### src/rtl/get_reg.sv
// Register-index to assembler-name lookup for the disassembler text path.
// Three independent lookups, right-justified packed ASCII, one-cycle registered latency.
module get_reg #(
  parameter int ABI_NAMES = 1
) (
  input  logic        clk,
  input  logic        rst,
  input  logic        in_valid,
  input  logic [4:0]  rd_idx,
  input  logic [4:0]  rs1_idx,
  input  logic [4:0]  rs2_idx,
  output logic        out_valid,
  output logic [31:0] rd_name,
  output logic [31:0] rs1_name,
  output logic [31:0] rs2_name,
  output logic [2:0]  rd_len,
  output logic [2:0]  rs1_len,
  output logic [2:0]  rs2_len
);

  function automatic logic [7:0] digit(input logic [4:0] val, input logic [7:0] base);
    digit = 8'h30 + {3'b000, val} - base;
  endfunction

  function automatic logic [31:0] abi_name(input logic [4:0] idx);
    logic [31:0] n;
    case (idx) inside
      5'd0:            n = 32'h7A65726F;
      5'd1:            n = 32'h00007261;
      5'd2:            n = 32'h00007370;
      5'd3:            n = 32'h00006770;
      5'd4:            n = 32'h00007470;
      [5'd5:5'd7]:     n = {16'h0000, 8'h74, digit(idx, 8'd5)};
      [5'd8:5'd9]:     n = {16'h0000, 8'h73, digit(idx, 8'd8)};
      [5'd10:5'd17]:   n = {16'h0000, 8'h61, digit(idx, 8'd10)};
      [5'd18:5'd25]:   n = {16'h0000, 8'h73, digit(idx, 8'd16)};
      [5'd26:5'd27]:   n = {8'h00, 8'h73, 8'h31, digit(idx, 8'd26)};
      [5'd28:5'd31]:   n = {16'h0000, 8'h74, digit(idx, 8'd25)};
      default:         n = 32'h00000000;
    endcase
    return n;
  endfunction

  // Architectural form: "x" plus decimal index, tens digit only when idx >= 10.
  function automatic logic [31:0] arch_name(input logic [4:0] idx);
    logic [31:0] n;
    if (idx < 5'd10) begin
      n = {16'h0000, 8'h78, digit(idx, 8'd0)};
    end else if (idx < 5'd20) begin
      n = {8'h00, 8'h78, 8'h31, digit(idx, 8'd10)};
    end else if (idx < 5'd30) begin
      n = {8'h00, 8'h78, 8'h32, digit(idx, 8'd20)};
    end else begin
      n = {8'h00, 8'h78, 8'h33, digit(idx, 8'd30)};
    end
    return n;
  endfunction

  function automatic logic [31:0] reg_name(input logic [4:0] idx);
    if (ABI_NAMES != 0) begin
      return abi_name(idx);
    end else begin
      return arch_name(idx);
    end
  endfunction

  function automatic logic [2:0] name_len(input logic [31:0] n);
    return {2'b00, |n[31:24]} + {2'b00, |n[23:16]} + {2'b00, |n[15:8]} + {2'b00, |n[7:0]};
  endfunction

  logic [31:0] rd_name_s, rs1_name_s, rs2_name_s;
  logic [31:0] rd_name_r, rs1_name_r, rs2_name_r;
  logic [2:0]  rd_len_r, rs1_len_r, rs2_len_r;
  logic        out_valid_r;

  // Combinational name lookup for the three indices.
  always_comb begin
    rd_name_s  = reg_name(rd_idx);
    rs1_name_s = reg_name(rs1_idx);
    rs2_name_s = reg_name(rs2_idx);
  end

  // Output registers: reset clears, in_valid loads, otherwise hold.
  always_ff @(posedge clk) begin
    if (rst) begin
      out_valid_r <= 1'b0;
      rd_name_r   <= 32'h00000000;
      rs1_name_r  <= 32'h00000000;
      rs2_name_r  <= 32'h00000000;
      rd_len_r    <= 3'd0;
      rs1_len_r   <= 3'd0;
      rs2_len_r   <= 3'd0;
    end else begin
      out_valid_r <= in_valid;
      if (in_valid) begin
        rd_name_r  <= rd_name_s;
        rs1_name_r <= rs1_name_s;
        rs2_name_r <= rs2_name_s;
        rd_len_r   <= name_len(rd_name_s);
        rs1_len_r  <= name_len(rs1_name_s);
        rs2_len_r  <= name_len(rs2_name_s);
      end else begin
        rd_name_r  <= rd_name_r;
        rs1_name_r <= rs1_name_r;
        rs2_name_r <= rs2_name_r;
        rd_len_r   <= rd_len_r;
        rs1_len_r  <= rs1_len_r;
        rs2_len_r  <= rs2_len_r;
      end
    end
  end

  assign out_valid = out_valid_r;
  assign rd_name   = rd_name_r;
  assign rs1_name  = rs1_name_r;
  assign rs2_name  = rs2_name_r;
  assign rd_len    = rd_len_r;
  assign rs1_len   = rs1_len_r;
  assign rs2_len   = rs2_len_r;

endmodule

### config.mk
export PLATFORM = sky130hd
export DESIGN_NAME = get_reg
export DESIGN_NICKNAME = d
export VERILOG_FILES = /design/src/rtl/get_reg.sv
export SDC_FILE = /design/constraint.sdc
export NUM_CORES = 1
export LEC_CHECK = 0
export ABC_AREA = 0
export BUFFER_PORTS_ARGS = -buffer_cell sky130_fd_sc_hd__buf_2
export CORE_MARGIN = 2
export CORE_UTILIZATION = 25
export CTS_CLUSTER_SIZE = 10
export DETAILED_ROUTE_END_ITERATION = 10
export PLACE_DENSITY = 0.5
export SETUP_SLACK_MARGIN = 0.2
export SLEW_MARGIN = 20
export SYNTH_ARGS = -nofsm -noshare
export SYNTH_HDL_FRONTEND = slang
export SYNTH_SLANG_ARGS = --single-unit
### constraint.sdc
create_clock -name clk -period 5.7 [get_ports clk]
set_input_delay 0.855 -clock clk [delete_from_list [all_inputs] [get_ports clk]]
set_output_delay 0.855 -clock clk [all_outputs]
set_load 0.005 [all_outputs]
; After elaboration in Yosys (flattened, before gate mapping)
; Cells that the tools add are included.
[word_totals]
in_bits = 18
romBits = 0
latch_bits = 0
elab_cells = 151
output_inout_bits = 106
memories = 0
ram_bits = 0
reg_bits = 106
[classes]
n_mul = 0
n_reduce_logical = 33
n_mux = 33
shifts = 0
bitwise_logic = 0
div_mod_pow = 0
order_cmp = 36
addsub = 30
eq_ne = 12
[ops]
columns = op, n
row1 = $mux W32, 14
row2 = $mux W23, 15
row3 = $reduce_or A8 Y1, 12
row4 = $sub A8 B5 Y8 const B, 9
row5 = $le A5 B5 Y1 const B, 12
row6 = $sub A8 B4 Y8 const B, 6
row7 = $ge A5 B5 Y1 const B, 9
row8 = $mux W15, 3
row9 = $mux W31, 1
row10 = $eq A5 B2 Y1 const B, 6
row11 = $ge A5 B4 Y1 const B, 6
row12 = $sub A8 B3 Y8 const B, 3
row13 = $add A6 B5 Y7 const A, 3
row14 = $logic_and A1 B1 Y1, 18
row15 = $eq A5 B1 Y1 const B, 3
row16 = $eq A5 B3 Y1 const B, 3
row17 = $ge A5 B3 Y1 const B, 3
row18 = $le A5 B3 Y1 const B, 3
row19 = $le A5 B4 Y1 const B, 3
row20 = $logic_not A5 Y1, 3
row21 = $add A2 B1 Y3, 3
row22 = $add A3 B1 Y3, 3
row23 = $add A1 B1 Y2, 3

; Logic depth before layout (Yosys ltp)
[logic_depth]
depth_word = 17
mapped_depth = 20

; Worst setup path before layout
; No wires, ideal clock.
[synth_path]
path_kind = in2reg
start = input port rs1_idx[2]
end = register rs1_len_r[1], in the netlist rs1_len[1]
required_ps = 5572
t_arrival_ps = 4514
setup_slack_ps = 1058
stages = 19
cell_sequence = buf_2 -> buf_1 -> inv_1 -> ha_1 -> inv_1 -> nand2_1 -> ha_1 -> and2b_1 -> o2bb2ai_1 -> nor3_2 -> a221oi_1 -> a211oi_1 -> nand2_1 -> or4_1 -> ha_1 -> ha_1 -> ha_1 -> mux2i_1 -> nor2_1
[synth_via]
elab_chain_cells = 16
[synth_lines]
columns = item, line
row1 = from (decl), 10  ; input logic [4:0] rs1_idx,
row2 = branches (longest 11 deep; another with $sub A8 B5 Y8), n/a
row3 = $mux W32 *, 27  ; case (idx) inside
row4 = $reduce_or A8 Y1 or $mux W32 (tied branches), "68, 27"
row5 = $add A1 B1 Y2 or $reduce_or A8 Y1 (tied branches), 68  ; return {2'b00, |n[31:24]} + {2'b00, |n[23:16]} + {2'b00, |n[15:8]} + {2'b00, |n[7:0]};
row6 = $add A2 B1 Y3, 68
row7 = $add A3 B1 Y3 *, 68
row8 = to (signal assigned), 100  ; rs1_len_r <= name_len(rs1_name_s);
row9 = to (signal assigned), 107  ; rs1_len_r <= rs1_len_r;
row10 = to (decl), 73  ; logic [2:0] rd_len_r, rs1_len_r, rs2_len_r;
; Mark *: on every way between the ends.
; A chain may end at the register's enable or synchronous reset.

; Final worst setup path
; Same ends and word-level chain as after synthesis.

==> impl_metrics.py <==
metrics = {
    "status": {
        "run_status": "completed",
    },
    "global_route": {
        "global_route_usage_over_all_layers_pct": 15.3,
        "grt_first_pass_wirelength_mm": 29.8,
        "overflow": 0,
        "number_of_antenna_violations_at_the_first_check_in_global_routing": 0,
        "grt_start_max_net_pins": 58,
        "first_global_vias": 5461,
    },
    "clocking": {
        "cts.sink_count": 58,
        "clock_tree.buffer_depth": 2,
        "postCtsSetupBuffers": 0,
        "cts_hold_buffers": 0,
        "cts_root_buffer": "sky130_fd_sc_hd__clkbuf_16",
        "post_cts_resized": 0,
        "cts_tree": "built",
        "cts-buffers-inserted": 9,
        "clock_tree.htree_level_count": 3,
        "insertion_delay_ps": 330,
        "clkSlewWorstSetupHoldPaths_ps": 50,
    },
    "place": {
        "dpl-instance-area_um2": 6280,
        "place_ws_ps": 708,
        "port_buffers": 99,
        "gpl.final_weighted_congestion": 0.924,
        "dp_hpwl_mm": 14.0,
    },
    "synthesis": {
        "synth.avg_cell_area_um2": 7.49,
        "ys.flop_type": "sky130_fd_sc_hd__dfxtp_1",
        "synthesis.yosys.warnings": 0,
        "yosys_register_bits": 58,
        "seq_area_frac_synth_pct": 20.1,
        "async_flop_share_pct": 0,
        "synth-edff-count": 0,
        "post-synth-top-area-fraction_pct": 20.1,
        "synthCells": 770,
        "yosysTopAreaCell": "sky130_fd_sc_hd__dfxtp_1",
        "yosys-top-cells-area": "sky130_fd_sc_hd__dfxtp_1 20%, sky130_fd_sc_hd__ha_1 13%, sky130_fd_sc_hd__buf_4 6.4%, sky130_fd_sc_hd__nand2_1 6.2%, sky130_fd_sc_hd__nor2_1 4.3%",
        "post_synth_num_cell_types": 75,
        "netlist_area_um2": 5770,
    },
    "sta": {
        "min_period_over_period_pct": 82.2,
        "slew-limit-headroom_pct": 39.1,
        "finClkSkew_ps": 0,
        "rsz_0062_raised_after_global_routing": "no",
        "fin_tns_setup_ps": 0,
        "finalCriticalPeriod_ps": 4680,
        "final_max_slew_viol_count": 0,
        "achievable-frequency_ghz": 0.214,
        "setup_viol": 0,
        "finalWorstSetupSlack_ps": 1020,
        "tightest_slew_ps": 913,
        "report.final.hold_viol_count": 0,
    },
    "worst_setup_path": {
        "critical_path_required_ps": 5890,
        "critical_path.max_fanout": 20,
        "timing.critical_path.arrival_ps": 4870,
        "critical_path.most_common_cell": "sky130_fd_sc_hd__ha_1",
        "worstPathCellList": "buf_2, inv_1, ha_1, inv_1, nand2_1, ha_1, and2b_1, o2bb2ai_1, nor3_2, a221oi_1, a211oi_1, nand2_1, or4_1, ha_1, ha_1, ha_1, mux2i_1, nor2_1",
        "critPathSlowestCell": "sky130_fd_sc_hd__nor3_2",
        "crit_path_max_incr_delay_ps": 470,
        "cp-start-kind": "input port",
        "setup.worst_path.end_class": "flip-flop",
        "crit_type": "in2reg",
    },
    "floorplan": {
        "rows": 55,
        "die_width_um": 156,
        "initial_standard_cell_utilization_of_the_core_pct": 25.5,
        "core_area_um2": 22600,
        "io_pins": 124,
        "die_height_um": 156,
        "die_footprint_um2": 24300,
    },
    "routing": {
        "detail_route.wl_per_cell_um": 16.8,
        "routed_wl_mm": 18.8,
        "post_detailed_route_drc_marker_count": 0,
        "routed_via_density": 5.22,
        "antenna_left": 0,
        "detailedRoute.firstPassIterationCount": 5,
        "first_iter_violations": 453,
        "vias": 5845,
    },
    "layout": {
        "area_delta_synth_final_pct": 14.1,
        "stdcell_area_um2": 6580,
        "finish.net_count": 907,
        "diodes": 0,
        "final.fill_count": 2467,
        "final_layout_size_suffix_gt1_share_pct": 16.5,
    },
    "power_and_ir_drop": {
        "cellLeakagePower_nw": 2.97,
        "combPwrFrac_pct": 29.3,
        "power_per_cell_area_nw_per_um2": 219,
        "power.share.switching_pct": 32.9,
        "worst_ir_drop_vdd_uv": 116,
        "seqPwrFrac_pct": 31.6,
        "intPower_mw": 0.968,
        "pwr-share-clk_pct": 39.1,
        "power.switching_mw": 0.475,
    },
    "worst_hold_path": {
        "timing.hold.worst.class": "reg2reg",
    },
    "run": {
        "timing.max_cap.violations": 0,
    },
}
area by class of cell:
class | count | area [µm²] | area share (%)
Multi-Input combinational cell | 628 | 4100 | 62.2
Sequential cell | 58 | 1160 | 17.6
Timing Repair Buffer | 110 | 578 | 8.78
Tap cell | 285 | 357 | 5.42
Clock buffer | 13 | 270 | 4.11
Inverter | 23 | 86.3 | 1.31
Clock inverter | 2 | 35.0 | 0.532
metal layers:
| layer | track usage [%] | wire [µm] | vias up |
|---|---|---|---|
| met5 | 0 | 0 | - |
| met4 | 4.54 | 272 | 0 |
| met3 | 2.69 | 1250 | 21 |
| met2 | 24.5 | 8590 | 219 |
| met1 | 20.9 | 8710 | 2735 |
| li1 | - | - | 2870 |
final timing paths:
| path | cells after the start | slack, ps | endpoint | from |
|---|---|---|---|---|
| hold / removal | 2 | 460 | rs1_name[8]$_SDFFE_PP0P_ | rs1_name[8]$_SDFFE_PP0P_ |
| setup reg to reg | 2 | 4960 | rd_name[9]$_SDFFE_PP0P_ | rd_name[9]$_SDFFE_PP0P_ |
| setup / recovery | 18 | 1020 | rs1_len[1]$_SDFFE_PP0P_ | rs1_idx[2] |
| hold reg to reg | 2 | 460 | rs1_name[8]$_SDFFE_PP0P_ | rs1_name[8]$_SDFFE_PP0P_ |
cell usage after synthesis, drive strengths merged (14+ instances only):
cell type  count
nand2         96
nor2          67
buf           61
ha            59
dfxtp         58
a21oi         50
o21ai         47
nor3          26
nand3         25
clkbuf        23
inv           22
xnor2         15
a211oi        14
nand2b        14
power groups by stage:
stage	clock (mW)	combinational [mW]	sequential [mW]
final	0.564	0.423	0.456
after global routing	0.603	0.471	0.460
after CTS	0.584	0.421	0.457
after detailed placement	0	0.419	0.465
after global placement	0	0.425	0.465
after floorplan	0	0.296	0.463
state kept, by name, summed over array words and instances, names as in the netlist:
signal     cells
rd_name       16
rs1_name      16
rs2_name      16
rd_len         3
rs1_len        3
rs2_len        3
out_valid      1
per-stage QoR:
step	power, mW	hold slack, ps	std cells	utilization [%]
6_report	1.44	456	1119	29.1
4_1_cts	1.46	461	1119	29.1
2_1_floorplan	0.759	457	793	-
5_1_grt	1.53	487	1119	29.1
3_5_place_dp	0.884	454	1104	27.7
3_3_place_gp	0.890	453	1104	27.7
cell families (layout without fill, tap and decap cells):
| logic type | Yosys count | in the layout | share of synthesized area [%] |
|---|---|---|---|
| buffers and inverters | 107 | 148 | 10.4 |
| muxes | 13 | 13 | 2.28 |
| DFF | 58 | 58 | 20.1 |
| xor gates and xnor gates | 15 | 15 | 2.28 |
| other | 1 | 24 | 0.0650 |
| adders and majority gates | 59 | 59 | 12.8 |
| AOI/OAI and AO/OA | 228 | 228 | 27.3 |
| and+or+nand+nor | 289 | 289 | 24.8 |
worst max-delay path, delay by kind of cell:
| family | cells | cell delay [ps] |
|---|---|---|
| buffers and inverters | 3 | 540 |
| and+or+nand+nor | 6 | 1240 |
| AOI/OAI and AO/OA | 3 | 840 |
| muxes | 1 | 130 |
| adders and majority gates | 5 | 1270 |
cells in the final DEF (no fill, tap or decap), types with 11 or more instances in the layout:
| cell type | netlist | layout |
|---|---|---|
| sky130_fd_sc_hd__xnor2_1 | 15 | 15 |
| sky130_fd_sc_hd__a211oi_1 | 14 | 14 |
| sky130_fd_sc_hd__nor3_1 | 24 | 24 |
| sky130_fd_sc_hd__dfxtp_1 | 58 | 58 |
| sky130_fd_sc_hd__buf_4 | 49 | 11 |
| sky130_fd_sc_hd__a31oi_1 | 12 | 12 |
| sky130_fd_sc_hd__o21ai_0 | 41 | 41 |
| sky130_fd_sc_hd__mux2i_1 | 12 | 12 |
| sky130_fd_sc_hd__nand2b_1 | 14 | 14 |
| sky130_fd_sc_hd__a21oi_1 | 48 | 48 |
| sky130_fd_sc_hd__inv_1 | 22 | 22 |
| sky130_fd_sc_hd__conb_1 | 1 | 24 |
| sky130_fd_sc_hd__ha_1 | 59 | 59 |
| sky130_fd_sc_hd__buf_2 | 6 | 99 |
| sky130_fd_sc_hd__nand2_1 | 96 | 96 |
| sky130_fd_sc_hd__nand3_1 | 25 | 25 |
| sky130_fd_sc_hd__nor2_1 | 66 | 66 |
Note: power is estimated with default switching activity, not from simulation.
